## src/rtl/s_mem_arbiter.sv

```systemverilog
// s_mem_arbiter: three-way arbiter in front of the single-port 256x8 S memory.
// Requesters: 0 = init, 1 = ksa, 2 = prga. The owner's beats are steered to the
// memory combinationally; read returns are tagged with the issuing requester
// and delivered READ_LATENCY cycles after the beat.
//
// Build option: define S_ARB_ROUND_ROBIN_EN for round-robin arbitration
// (search upward from the requester after the last granted one). Left
// undefined, arbitration is fixed priority init > ksa > prga.
//
// state | meaning
// ------+---------------------------------------------------------------
// IDLE  | no owner, gnt = 0, any req is arbitrated this cycle
// OWNED | exactly one gnt bit set; owner keeps it while req or lock is high

module s_mem_arbiter #(
    parameter int READ_LATENCY = 1      // 1 or 2
) (
    input  logic            clk,
    input  logic            reset_n,
    input  logic [2:0]      req,
    input  logic [2:0]      lock,
    input  logic [2:0][7:0] addr_i,
    input  logic [2:0][7:0] wdata_i,
    input  logic [2:0]      wren_i,
    output logic [2:0]      gnt,
    output logic [7:0]      rdata,
    output logic [2:0]      rvalid,
    output logic [7:0]      mem_address,
    output logic [7:0]      mem_data,
    output logic            mem_wren,
    input  logic [7:0]      mem_q,
    output logic            busy
);

    typedef enum logic {
        ST_IDLE  = 1'b0,
        ST_OWNED = 1'b1
    } state_t;

    state_t     state_q, state_d;
    logic [2:0] gnt_q, gnt_d;
    logic       arb_en;
    logic [2:0] cand;
    logic [2:0] win;

    logic [1:0] own_idx;
    logic       beat;
    logic [2:0] rd_tag;

    // One-hot tag per pipeline stage; stage READ_LATENCY-1 drives rvalid.
    logic [READ_LATENCY-1:0][2:0] tag_q;

`ifdef S_ARB_ROUND_ROBIN_EN
    logic [1:0] rr_ptr_q, rr_ptr_d;     // index of the last granted requester
`endif

    function automatic logic [1:0] onehot_idx(input logic [2:0] oh);
        logic [1:0] idx;
        idx = 2'd0;
        if (oh[1]) idx = 2'd1;
        if (oh[2]) idx = 2'd2;
        return idx;
    endfunction

`ifdef S_ARB_ROUND_ROBIN_EN
    // Search starts at the requester after 'last' and wraps.
    function automatic logic [2:0] pick_winner(input logic [2:0] c, input logic [1:0] last);
        logic [2:0] w;
        w = 3'b000;
        case (last)
            2'd0: begin
                if      (c[1]) w = 3'b010;
                else if (c[2]) w = 3'b100;
                else if (c[0]) w = 3'b001;
            end
            2'd1: begin
                if      (c[2]) w = 3'b100;
                else if (c[0]) w = 3'b001;
                else if (c[1]) w = 3'b010;
            end
            default: begin
                if      (c[0]) w = 3'b001;
                else if (c[1]) w = 3'b010;
                else if (c[2]) w = 3'b100;
            end
        endcase
        return w;
    endfunction
`else
    function automatic logic [2:0] pick_winner(input logic [2:0] c);
        logic [2:0] w;
        w = 3'b000;
        if      (c[0]) w = 3'b001;
        else if (c[1]) w = 3'b010;
        else if (c[2]) w = 3'b100;
        return w;
    endfunction
`endif

    // Next owner: arbitrate from IDLE, or on release hand straight to another requester.
    always_comb begin
        state_d = state_q;
        gnt_d   = gnt_q;
        arb_en  = 1'b0;
        cand    = 3'b000;
`ifdef S_ARB_ROUND_ROBIN_EN
        rr_ptr_d = rr_ptr_q;
`endif
        case (state_q)
            ST_IDLE: begin
                arb_en = 1'b1;
                cand   = req;
            end
            ST_OWNED: begin
                // lock only matters for the current owner
                if (!(|(gnt_q & (req | lock)))) begin
                    arb_en = 1'b1;
                    cand   = req & ~gnt_q;
                end
            end
            default: begin
                arb_en = 1'b1;
                cand   = req;
            end
        endcase

`ifdef S_ARB_ROUND_ROBIN_EN
        win = pick_winner(cand, rr_ptr_q);
`else
        win = pick_winner(cand);
`endif

        if (arb_en) begin
            if (|win) begin
                state_d = ST_OWNED;
                gnt_d   = win;
`ifdef S_ARB_ROUND_ROBIN_EN
                rr_ptr_d = onehot_idx(win);
`endif
            end else begin
                state_d = ST_IDLE;
                gnt_d   = 3'b000;
            end
        end
    end

    // State and grant registers.
    always_ff @(posedge clk or negedge reset_n) begin
        if (!reset_n) begin
            state_q <= ST_IDLE;
            gnt_q   <= 3'b000;
        end else begin
            state_q <= state_d;
            gnt_q   <= gnt_d;
        end
    end

`ifdef S_ARB_ROUND_ROBIN_EN
    // Last-granted pointer; reset to 2 so the first search starts at init.
    always_ff @(posedge clk or negedge reset_n) begin
        if (!reset_n) begin
            rr_ptr_q <= 2'd2;
        end else begin
            rr_ptr_q <= rr_ptr_d;
        end
    end
`endif

    // Owner's beat steered to memory; anything else leaves the bus at zero.
    always_comb begin
        own_idx     = onehot_idx(gnt_q);
        beat        = |(gnt_q & req);
        mem_wren    = 1'b0;
        mem_address = 8'h00;
        mem_data    = 8'h00;
        rd_tag      = 3'b000;
        if (beat) begin
            mem_address = addr_i[own_idx];
            mem_data    = wdata_i[own_idx];
            mem_wren    = wren_i[own_idx];
            if (!wren_i[own_idx]) begin
                rd_tag = gnt_q;
            end
        end
    end

    // Read-return tag pipeline; carries the issuer so later grant changes do not matter.
    always_ff @(posedge clk or negedge reset_n) begin
        if (!reset_n) begin
            tag_q <= '0;
        end else begin
            tag_q[0] <= rd_tag;
            for (int i = 1; i < READ_LATENCY; i++) begin
                tag_q[i] <= tag_q[i-1];
            end
        end
    end

    assign gnt    = gnt_q;
    assign rvalid = tag_q[READ_LATENCY-1];
    assign rdata  = mem_q;
    assign busy   = (|gnt_q) | (|tag_q);

endmodule

```

## config.mk

```make
export PLATFORM = sky130hd
export DESIGN_NAME = s_mem_arbiter
export DESIGN_NICKNAME = d
export VERILOG_FILES = /design/src/rtl/s_mem_arbiter.sv
export SDC_FILE = /design/constraint.sdc
export NUM_CORES = 1
export LEC_CHECK = 0
export BUFFER_PORTS_ARGS = -buffer_cell sky130_fd_sc_hd__buf_2
export CAP_MARGIN = 20
export CORE_MARGIN = 8
export CORE_UTILIZATION = 37
export CTS_CLUSTER_SIZE = 8
export DETAILED_ROUTE_END_ITERATION = 6
export PLACE_DENSITY = 0.86
export SYNTH_ARGS = -nofsm -noshare
export SYNTH_HDL_FRONTEND = slang
export SYNTH_SLANG_ARGS = --single-unit
export TNS_END_PERCENT = 30
```

## constraint.sdc

```tcl
create_clock -name clk -period 3.88 [get_ports clk]
set_clock_uncertainty 0.05 [all_clocks]
set_input_delay 0.776 -clock clk [delete_from_list [all_inputs] [get_ports clk]]
set_output_delay 0.776 -clock clk [all_outputs]
set_load 0.01 [all_outputs]
```

==> key figures, run 1 <==
Layout
  – Diode count: 0
  – # nets final: 250
  – Register Area: between 150 and 200 sq um
  – Multi-input logic area: 622 sq um
  – Synthesis-to-layout area growth: 45.3%
  – Fill cells: 232
  – Final Instance Area: 1320 sq um
  – Proportion of layout cells with a drive suffix above 1: roughly 60%

Clock tree
  – CTS tree: yes
  – Post-CTS resize count: 0
  – Clk Latency, worst-skew pair: ~260 ps
  – Clock sinks: 7
  – Max clock buf depth: 2
  – Clock buffer count from CTS: 3
  – H-Tree Depth: 1
  – CTS clock-pin slew for the worst setup and hold paths: ~50 ps
  – Clock Root Buffer: clkbuf_4
  – Setup bufs post-CTS: 0
  – CTS Hold Buffers Added: 0

Global route
  – Met1 Use GR: ~14%
  – First-pass GRT wire length: between 4000 and 5000 microns
  – GRT Util Overall: 13.6%
  – Initial antenna violation count: 0
  – Gr busiest metal: met2
  – Met3 Use GR: ~4.4%
  – Vias in the first global route: around 1100
  – GR Util met2: 25.0%
  – Pin count of the biggest net entering global routing: 27
  – Total global routing overflow: 0

Power
  – Comb power frac: between 70 and 80%
  – Internal power: 456 uW
  – Sw power: between 300 and 400 uW
  – Peak VDD IR: ~0.00035 V
  – Leakage power: around 0.7 nW
  – Flop pwr share: about a fifth
  – Cell Pwr Density: around 640 nW/um^2
  – Clock power frac: slightly above 8%
  – Net Sw Frac: a little under half
  – Final Power: approximately 850 uW

Critical path
  – Worst EP required: 3050 ps
  – Setup CP Type: reg -> out
  – Crit-path max FO: 25
  – Worst path arrival time: around 2000 ps
  – Worst Setup Start Kind: flip-flop
  – Crit end category: output pin

STA
  – Hold Violations, Final: 0
  – # setup viols final: 0
  – Final worst-path setup slack: approximately 1000 ps
  – Period minus WS final: roughly 2900 ps
  – Fmax: roughly 350 MHz
  – Fin crit share: approximately three quarters
  – Unrepaired setup endpoints after global routing: false
  – Pin slew with the least headroom to its limit: just over 900 ps
  – Relative slew margins: 39.5%
  – TNS Setup: 0 ps
  – Slew Limit Fails: 0

Synth
  – Synth Register Bits: 7
  – Main synth FF type: dfrtp_1
  – Post-synth top cells: 19 x nor2_1, 17 x mux2_2, 16 x mux2i_1
  – Synth cell types: 25
  – Mapped cell area: 910 sq um
  – Synth Net Count: between 150 and 200
  – Synth top area cells: mux2_2 21%, dfrtp_1 19%, mux2i_1 18%, nor2_1 7.8%, buf_4 7.4%
  – Top-count cell post-synth: nor2_1
  – Post-Synthesis Cells: about 110
  – Warning count from the yosys run: 0
  – Number of flops mapped to enable cells by yosys: 0
  – Synth async-reset ratio: between 90% and 100%
  – Post-synth top area cell: mux2_2
  – Post-synth top area share: between 20% and 30%
  – Post-synthesis sequential area ratio: 19.3%
  – Avg Inst Size Synth: ~8.3 sq um

Min path
  – Worst Hold Class: in -> async

Die
  – Die height: 65.6 microns
  – Rows: 18
  – Core Region: 2410 sq um
  – Die W: 65.6 microns
  – Die area: approximately 4300 sq um
  – I/O pin cnt: 99
  – Starting density of the core: 37.7%

Routing
  – DRC: 0
  – Initial drt markers: 46
  – DRT Pass-1 Iters: 5
  – Routed vias: 1061
  – Post-route ant nets: 0
  – Post-DR wirelength/cell: roughly 14 microns
  – Vias per cell: 5.00
  – Drt total wl: between 3000 and 4000 microns

Place
  – Dpl cell area: about 1300 sq um
  – Pre-CTS setup slack: 1210 ps
  – I/O Buffers: 82
  – GPL Wtd Cong: ~0.78
  – DP HPWL: 2430 microns

Status
  – Status: finished, final reports clean

Job
  – # Max-Cap Violations: 0
==> critical path: stages (launching register included) <==
cell	delay, ps
dfrtp_1	930
mux2_2	410
o21a_1	190
nor2b_1	130
buf_2	140
==> power by group through the flow <==
| stage | Sequential [mW] | Combinational [mW] | Clock, mW |
|---|---|---|---|
| global placement | 0.204 | 0.538 | 0 |
| detailed placement | 0.206 | 0.548 | 0 |
| global route | 0.172 | 0.670 | 0.0734 |
| CTS | 0.205 | 0.552 | 0.0686 |
| floorplan | 0.136 | 0.436 | 0 |
| finish | 0.164 | 0.613 | 0.0681 |
==> layout make-up <==
cell class	instances	share of cell area, %
multi-input combinational	83	47.1
timing repair buffer	84	33.7
sequential	7	13.3
tap	30	2.84
clock buffer	4	1.99
inverter	4	1.14
==> flip-flops by register name, indices dropped and copies added (netlist names) <==
name,count
gnt,3
rvalid,3
state_q,1
==> metrics by stage <==
stage | hold WS [ps] | cells | utilization, %
finish | 285 | 212 | 54.8
global route | 290 | 212 | 54.8
CTS | 287 | 211 | 53.7
detailed placement | 561 | 207 | 52.6
global placement | 558 | 207 | 52.6
floorplan | 430 | 109 | -
==> final timing paths <==
check / startpoint / to / slack (ps) / cells after the start
setup / recovery: gnt[1] / mem_wren / 990 / 4
hold / removal: reset_n / state_q / 280 / 1
setup reg to reg: gnt[1] / state_q / 2000 / 2
hold reg to reg: state_q / gnt[1] / 600 / 2
max in group asynchronous: reset_n / gnt[1] / 3350 / 1
min in group clk: state_q / gnt[1] / 600 / 2
==> cell families (layout without fill, tap and decap cells) <==
kind of cell	after synthesis	in the layout	synth area share, %
buffers and inverters	19	92	12.4
DFF	7	7	19.3
muxes	33	33	38.7
and+or+nand+nor	32	32	16.0
AOI/OAI and AO/OA	18	18	13.8
==> layout by cell type, fill, tap and decap left out, types with 2 or more instances in the layout <==
master / synthesis / routed
a21oi_1: 4 / 4
dfrtp_1: 7 / 7
nand2_1: 5 / 5
nor3b_1: 2 / 2
nor2_1: 19 / 19
clkbuf_4: 0 / 3
o21ai_2: 2 / 2
a21boi_0: 2 / 2
buf_2: 6 / 82
a31oi_1: 2 / 2
o21ai_0: 3 / 3
mux2_2: 17 / 17
mux2i_1: 16 / 16
inv_1: 4 / 4
==> layer usage <==
| layer | wire length, microns | up-vias |
|---|---|---|
| li1 | - | 524 |
| met1 | 1150 | 482 |
| met4 | 53 | 0 |
| met3 | 247 | 7 |
| met5 | 0 | - |
| met2 | 1560 | 48 |
Power figures use the tool's default switching activity.
==> run 2: changes to the inputs <==
--- a/config.mk
+++ b/config.mk
@@ -5,13 +5,14 @@
 export SDC_FILE = /design/constraint.sdc
 export NUM_CORES = 1
 export LEC_CHECK = 0
+export ABC_AREA = 1
 export BUFFER_PORTS_ARGS = -buffer_cell sky130_fd_sc_hd__buf_2
 export CAP_MARGIN = 20
 export CORE_MARGIN = 8
-export CORE_UTILIZATION = 37
+export CORE_UTILIZATION = 31
 export CTS_CLUSTER_SIZE = 8
 export DETAILED_ROUTE_END_ITERATION = 6
-export PLACE_DENSITY = 0.86
+export PLACE_DENSITY = 0.77
 export SYNTH_ARGS = -nofsm -noshare
 export SYNTH_HDL_FRONTEND = slang
 export SYNTH_SLANG_ARGS = --single-unit
==> constraint.sdc (replaced) <==
create_clock -name clk -period 2.6 [get_ports clk]
set_clock_uncertainty 0.05 [all_clocks]
set_input_delay 0.52 -clock clk [delete_from_list [all_inputs] [get_ports clk]]
set_output_delay 0.52 -clock clk [all_outputs]
set_load 0.01 [all_outputs]
==> key figures, run 2 <==
Status
  – Status: finished, final reports clean (unchanged)

Clock tree
  – Clock Root Buffer: clkbuf_4 (unchanged)
  – Setup bufs post-CTS: 0 (unchanged)
  – CTS clock-pin slew for the worst setup and hold paths: 50 ps (about the same)
  – H-Tree Depth: 1 (unchanged)
  – CTS Hold Buffers Added: 0 (unchanged)
  – Max clock buf depth: 2 (unchanged)
  – Post-CTS resize count: 0 (unchanged)
  – Clk Latency, worst-skew pair: 250 ps (was 260 ps)
  – Clock sinks: 7 (unchanged)
  – CTS tree: yes (unchanged)
  – Clock buffer count from CTS: 3 (unchanged)

Die
  – Core Region: 2730 sq um (was 2410 sq um)
  – Rows: 19 (was 18)
  – Die W: 69.3 microns (was 65.6 microns)
  – Die area: 4800 sq um (was 4300 sq um)
  – Starting density of the core: 32.2% (was 37.7%)
  – I/O pin cnt: 99 (unchanged)
  – Die height: 69.3 microns (was 65.6 microns)

Routing
  – Post-route ant nets: 0 (unchanged)
  – DRT Pass-1 Iters: 5 (unchanged)
  – DRC: 0 (unchanged)
  – Initial drt markers: 42 (was 46)
  – Drt total wl: 3300 microns (was 3020 microns)
  – Routed vias: 1169 (was 1061)
  – Post-DR wirelength/cell: 14.0 microns (was 14.2 microns)
  – Vias per cell: 4.97 (was 5.00)

STA
  – Hold Violations, Final: 0 (unchanged)
  – Pin slew with the least headroom to its limit: 326 ps (was 907 ps)
  – WHS: 39.2 ps (was 285 ps)
  – Fin crit share: 87.4%
  – Fmax: approximately 440 MHz
  – Unrepaired setup endpoints after global routing: false (unchanged)
  – Period minus WS final: between 2000 and 2500 ps
  – Slew Limit Fails: 0 (unchanged)
  – TNS Setup: 0 ps (unchanged)
  – # setup viols final: 0 (unchanged)
  – Relative slew margins: 78.3% (was 39.5%)

Critical path
  – Crit path to: mem_address[2] (was mem_wren)
  – CP cell instances: inv_1 > buf_4 > nand2_1 > a31oi_1 > buf_2 (was mux2_2 > o21a_1 > nor2b_1 > buf_2)
  – Setup crit start: gnt[1] (unchanged)
  – Worst r2r src: gnt[1] (unchanged)
  – Setup CP Type: reg -> out (unchanged)
  – CP max stage cell: dfrtp_1 (unchanged)
  – Worst path arrival time: 1700 ps (was 2060 ps)
  – Crit end category: output pin (unchanged)
  – FF-to-FF End: rvalid[0] (was state_q)
  – Setup slack, reg-to-reg: 1220 ps (was 2000 ps)
  – Worst EP required: 2030 ps (was 3050 ps)
  – Slowest stage delay, CP: 490 ps (was 930 ps)
  – R2R cell count: 4 (was 2)
  – Crit-path max FO: 13 (was 25)
  – Worst Setup Start Kind: flip-flop (unchanged)

Global route
  – GRT Util Overall: 13.4% (was 13.6%)
  – Total global routing overflow: 0 (unchanged)
  – GR Util met2: 23.2% (was 25.0%)
  – Vias in the first global route: 1232 (was 1089)
  – Gr busiest metal: met2 (unchanged)
  – Initial antenna violation count: 0 (unchanged)
  – Met1 Use GR: 13.3% (was 14.1%)
  – Met3 Use GR: 6.72% (was 4.42%)
  – First-pass GRT wire length: 5510 microns (was 4740 microns)
  – Pin count of the biggest net entering global routing: 19 (was 27)

Layout
  – Commonest non-fill, non-tap cell in the layout: buf_2 (unchanged)
  – Fill cells: 310 (was 232)
  – Diode count: 0 (unchanged)
  – Synthesis-to-layout area growth: 43.0% (was 45.3%)
  – # nets final: 272 (was 250)
  – Most frequent cells in the layout: 82 x buf_2, 45 x nand2_1, 14 x a31oi_1, 11 x o21ai_2, 11 x o21ai_1 (was 82 x buf_2, 19 x nor2_1, 17 x mux2_2, 16 x mux2i_1, 7 x dfrtp_1)
  – Register Area: 175 sq um (unchanged)
  – Proportion of layout cells with a drive suffix above 1: 53.9% (was 59.9%)
  – Multi-input logic area: 551 sq um (was 622 sq um)
  – Final Instance Area: 1260 sq um (was 1320 sq um)
  – Fin cells: 235 (was 212)

Power
  – Cell Pwr Density: 948 nW/um^2 (was 640 nW/um^2)
  – Peak VDD IR: 0.000443 V (was 0.000349 V)
  – Final Power: 1.19 mW (was 845 uW)
  – Leakage power: 0.703 nW (was 0.700 nW)

Place
  – DP HPWL: 2700 microns (was 2430 microns)
  – I/O Buffers: 82 (unchanged)
  – Placed Instances: 231 (was 207)
  – GPL Wtd Cong: 0.713 (was 0.780)
  – Dpl cell area: 1230 sq um (was 1270 sq um)

Synth
  – Post-synth top area cell: dfrtp_1 (was mux2_2)
  – Warning count from the yosys run: 0 (unchanged)
  – Synth async-reset ratio: 100% (unchanged)
  – Post-synth top cells: 45 x nand2_1, 14 x a31oi_1, 13 x buf_4 (was 19 x nor2_1, 17 x mux2_2, 16 x mux2i_1)
  – Mapped cell area: 880 sq um (was 910 sq um)
  – Post-synth top area share: 19.9% (was 21.0%)
  – Number of flops mapped to enable cells by yosys: 0 (unchanged)
  – Synth Register Bits: 7 (unchanged)
  – Top-count cell post-synth: nand2_1 (was nor2_1)
  – Main synth FF type: dfrtp_1 (unchanged)
  – Synth Net Count: 197 (was 176)
  – Post-synthesis sequential area ratio: 19.9% (was 19.3%)
  – Post-Synthesis Cells: 130 (was 109)
  – Synth cell types: 22 (was 25)
  – Avg Inst Size Synth: 6.77 sq um (was 8.35 sq um)
  – Synth top area cells: dfrtp_1 20%, nand2_1 19%, buf_4 11%, o21ai_2 11%, a31oi_1 10% (was mux2_2 21%, dfrtp_1 19%, mux2i_1 18%, nor2_1 7.8%, buf_4 7.4%)

Min path
  – Worst Hold Class: in -> async (unchanged)

Job
  – # Max-Cap Violations: 0 (unchanged)
==> run 2: cell types whose count changed after synthesis, moves of 5 or more <==
| cell | change |
|---|---|
| mux2i_1 | -16 |
| nand3_1 | +5 |
| a31oi_1 | +12 |
| nand2_1 | +40 |
| o21ai_1 | +11 |
| o21ai_2 | +9 |
| nor2_1 | -17 |
| mux2_2 | -17 |
==> run 2: worst max-delay path: cells and delay by family (launching register included) <==
kind	cells	cell delay (ps)
buf+inv	3	670
compound gates	1	190
simple gates	1	100
flops	1	490
==> run 2: logic make-up (layout without fill, tap and decap cells) <==
kind of cell | count (synthesis) | after routing | share of synthesized area (%)
buf+inv | 23 | 97 | 17.5
simple gates | 59 | 59 | 30.3
compound gates | 41 | 41 | 32.3
flops | 7 | 7 | 19.9
==> run 2: area by class of cell <==
class,instances,area share (%)
timing repair buffer,86,35.0
sequential,7,13.9
tap,31,3.08
multi-input combinational,100,43.8
inverter,7,2.09
clock buffer,4,2.09
==> run 2: per-layer routing <==
| metal | part of all wire [%] | vias to the layer above |
|---|---|---|
| li1 | - | 586 |
| met1 | 38 | 524 |
| met2 | 50 | 51 |
| met3 | 10 | 8 |
| met4 | 1.7 | 0 |
| met5 | 0 | - |
==> run 2: through the flow <==
stage / worst slack, ps / utilization, %
3_5_place_dp: 641 / 45.0
2_1_floorplan: 887 / -
3_3_place_gp: 650 / 45.0
4_1_cts: 308 / 46.0
6_report: 327 / 46.0
5_1_grt: 194 / 46.0
==> run 2: worst min-delay path by stage <==
| stage | startpoint | end | slack [ps] | cells past startpoint |
|---|---|---|---|---|
| after CTS | reset_n | rvalid[0] | 40 | 1 |
| after global routing | reset_n | rvalid[2] | 40 | 1 |
| after global placement | reset_n | rvalid[1] | 310 | 1 |
| final | reset_n | rvalid[1] | 40 | 1 |
| after floorplan | reset_n | gnt[0] | 170 | 0 |
| after detailed placement | reset_n | rvalid[1] | 310 | 1 |
==> run 2: power breakdown <==
part | switching [mW] | total, mW | internal (mW)
Sequential | 0.0488 | 0.192 | 0.144
Clock | 0.0418 | 0.101 | 0.0587
Combinational | 0.549 | 0.899 | 0.350
Total | 0.640 | 1.19 | 0.552
==> run 3: changes to the inputs <==
--- a/config.mk
+++ b/config.mk
@@ -10,9 +10,11 @@
 export CAP_MARGIN = 20
 export CORE_MARGIN = 8
 export CORE_UTILIZATION = 31
+export CTS_BUF_LIST = sky130_fd_sc_hd__clkbuf_4 sky130_fd_sc_hd__clkbuf_8
 export CTS_CLUSTER_SIZE = 8
 export DETAILED_ROUTE_END_ITERATION = 6
 export PLACE_DENSITY = 0.77
+export REMOVE_ABC_BUFFERS = 1
 export SYNTH_ARGS = -nofsm -noshare
 export SYNTH_HDL_FRONTEND = slang
 export SYNTH_SLANG_ARGS = --single-unit
==> key figures, run 3 (same netlist as run 2, synthesis figures left out) <==
STA
  – Pin slew with the least headroom to its limit: 625 ps (was 326 ps)
  – TNS Setup: 0 ps (unchanged)
  – Relative slew margins: 58.3% (was 78.3%)
  – Unrepaired setup endpoints after global routing: false (unchanged)
  – Slew Limit Fails: 0 (unchanged)
  – Hold Violations, Final: 0 (unchanged)
  – # setup viols final: 0 (unchanged)
  – Fin crit share: 86.5% (was 87.4%)
  – Fmax: 444 MHz (was 440 MHz)
  – Period minus WS final: 2250 ps (was 2270 ps)

Critical path
  – Worst path arrival time: 1680 ps (was 1700 ps)
  – Crit end category: output pin (unchanged)
  – Worst Setup Start Kind: flip-flop (unchanged)
  – Worst EP required: 2030 ps (about the same)
  – Crit-path max FO: 35 (was 13)
  – Setup CP Type: reg -> out (unchanged)

Layout
  – Final Instance Area: 1260 sq um (about the same)
  – Most frequent cells in the layout: 82 x buf_2, 45 x nand2_1, 14 x a31oi_1, 11 x o21ai_2, 11 x o21ai_1 (unchanged)
  – Proportion of layout cells with a drive suffix above 1: 54.4% (was 53.9%)
  – Synthesis-to-layout area growth: 43.1% (was 43.0%)
  – Diode count: 0 (unchanged)
  – Commonest non-fill, non-tap cell in the layout: buf_2 (unchanged)
  – # nets final: 272 (unchanged)
  – Final Util: 46.0% (about the same)

Routing
  – Initial drt markers: 89 (was 42)
  – Post-route ant nets: 0 (unchanged)
  – DRC: 0 (unchanged)
  – Routed vias: 1166 (was 1169)
  – Drt total wl: 3100 microns (was 3300 microns)
  – Post-DR wirelength/cell: 13.2 microns (was 14.0 microns)
  – Vias per cell: 4.96 (was 4.97)
  – DRT Pass-1 Iters: 4 (was 5)

Clock tree
  – Clk Latency, worst-skew pair: 250 ps (about the same)
  – Clock Root Buffer: clkbuf_4 (unchanged)
  – CTS clock-pin slew for the worst setup and hold paths: 60 ps (was 50 ps)
  – CTS tree: yes (unchanged)
  – CTS Hold Buffers Added: 0 (unchanged)
  – Setup bufs post-CTS: 0 (unchanged)
  – Max clock buf depth: 2 (unchanged)
  – Clock sinks: 7 (unchanged)
  – H-Tree Depth: 1 (unchanged)
  – Clock buffer count from CTS: 3 (unchanged)
  – Post-CTS resize count: 0 (unchanged)

Place
  – I/O Buffers: 82 (unchanged)
  – DP HPWL: 2640 microns (was 2700 microns)
  – Dpl cell area: 1230 sq um (unchanged)
  – GPL Wtd Cong: 0.886 (was 0.713)

Global route
  – Initial antenna violation count: 0 (unchanged)
  – Vias in the first global route: 1197 (was 1232)
  – Pin count of the biggest net entering global routing: 36 (was 19)
  – Total global routing overflow: 0 (unchanged)
  – First-pass GRT wire length: 5090 microns (was 5510 microns)
  – GRT Util Overall: 12.3% (was 13.4%)

Min path
  – Worst Hold Class: in -> async (unchanged)

Die
  – Die height: 69.3 microns (unchanged)
  – Starting density of the core: 32.2% (unchanged)
  – I/O pin cnt: 99 (unchanged)
  – Die area: 4800 sq um (unchanged)
  – Rows: 19 (unchanged)
  – Core Region: 2730 sq um (unchanged)
  – Die W: 69.3 microns (unchanged)

Power
  – Final Power: 1.18 mW (was 1.19 mW)
  – Cell Pwr Density: 934 nW/um^2 (was 948 nW/um^2)
  – Peak VDD IR: 0.000502 V (was 0.000443 V)
  – Leakage power: 0.706 nW (was 0.703 nW)

Status
  – Status: finished, final reports clean (unchanged)

Job
  – # Max-Cap Violations: 0 (unchanged)
-- run 3: cell types whose count changed in the layout (fill, tap and decap cells not counted), sizes merged --
cell,change
clkinv,+1
clkbuf,-1
-- run 3: critical path: stages, from the launching register on --
cell and delay, ps:
dfrtp_1 430, inv_2 480, nand3_1 140, o21ai_1 160
nor2_1 60, buf_2 140
-- run 3: area by class of cell --
cell class / instances / area, sq um
clock buffers: 3 / 22.5
clock inverters: 1 / 5.00
repair buffers: 86 / 440
flip-flops and latches: 7 / 175
well taps: 31 / 38.8
multi-input cells: 100 / 551
fillers: 304 / 1480
inverters: 7 / 26.3
-- run 3: metal layers --
metal	global-route usage, %	share of wire (%)
met2	20.9	47
met5	0	0
met1	11.5	38
met4	3.42	0.16
met3	8.73	15
-- run 3: worst paths after layout --
kind                       startpoint        end  slack, ps  depth (start not counted)
max                            gnt[2]   mem_wren        350                          5
min                           reset_n     gnt[2]         40                          1
max reg2reg                    gnt[2]  rvalid[1]       1060                          5
min reg2reg                    gnt[0]  rvalid[0]        580                          2
max in group asynchronous     reset_n  rvalid[1]       2310                          1
min in group clk            wren_i[2]  rvalid[2]        470                          4
-- run 3: metrics by stage --
step | instances | hold slack, ps | setup slack, ps
CTS | 235 | 31.5 | 316
finish | 235 | 36.1 | 350
global route | 235 | 24.3 | 157
detailed placement | 231 | 306 | 603
floorplan | 114 | 174 | 594
global placement | 231 | 308 | 617
-- run 3: power by group --
part | leakage, nW | internal, mW | switching (mW)
Clock | 0.0177 | 0.0562 | 0.0407
Combinational | 0.598 | 0.349 | 0.543
Sequential | 0.0900 | 0.144 | 0.0437
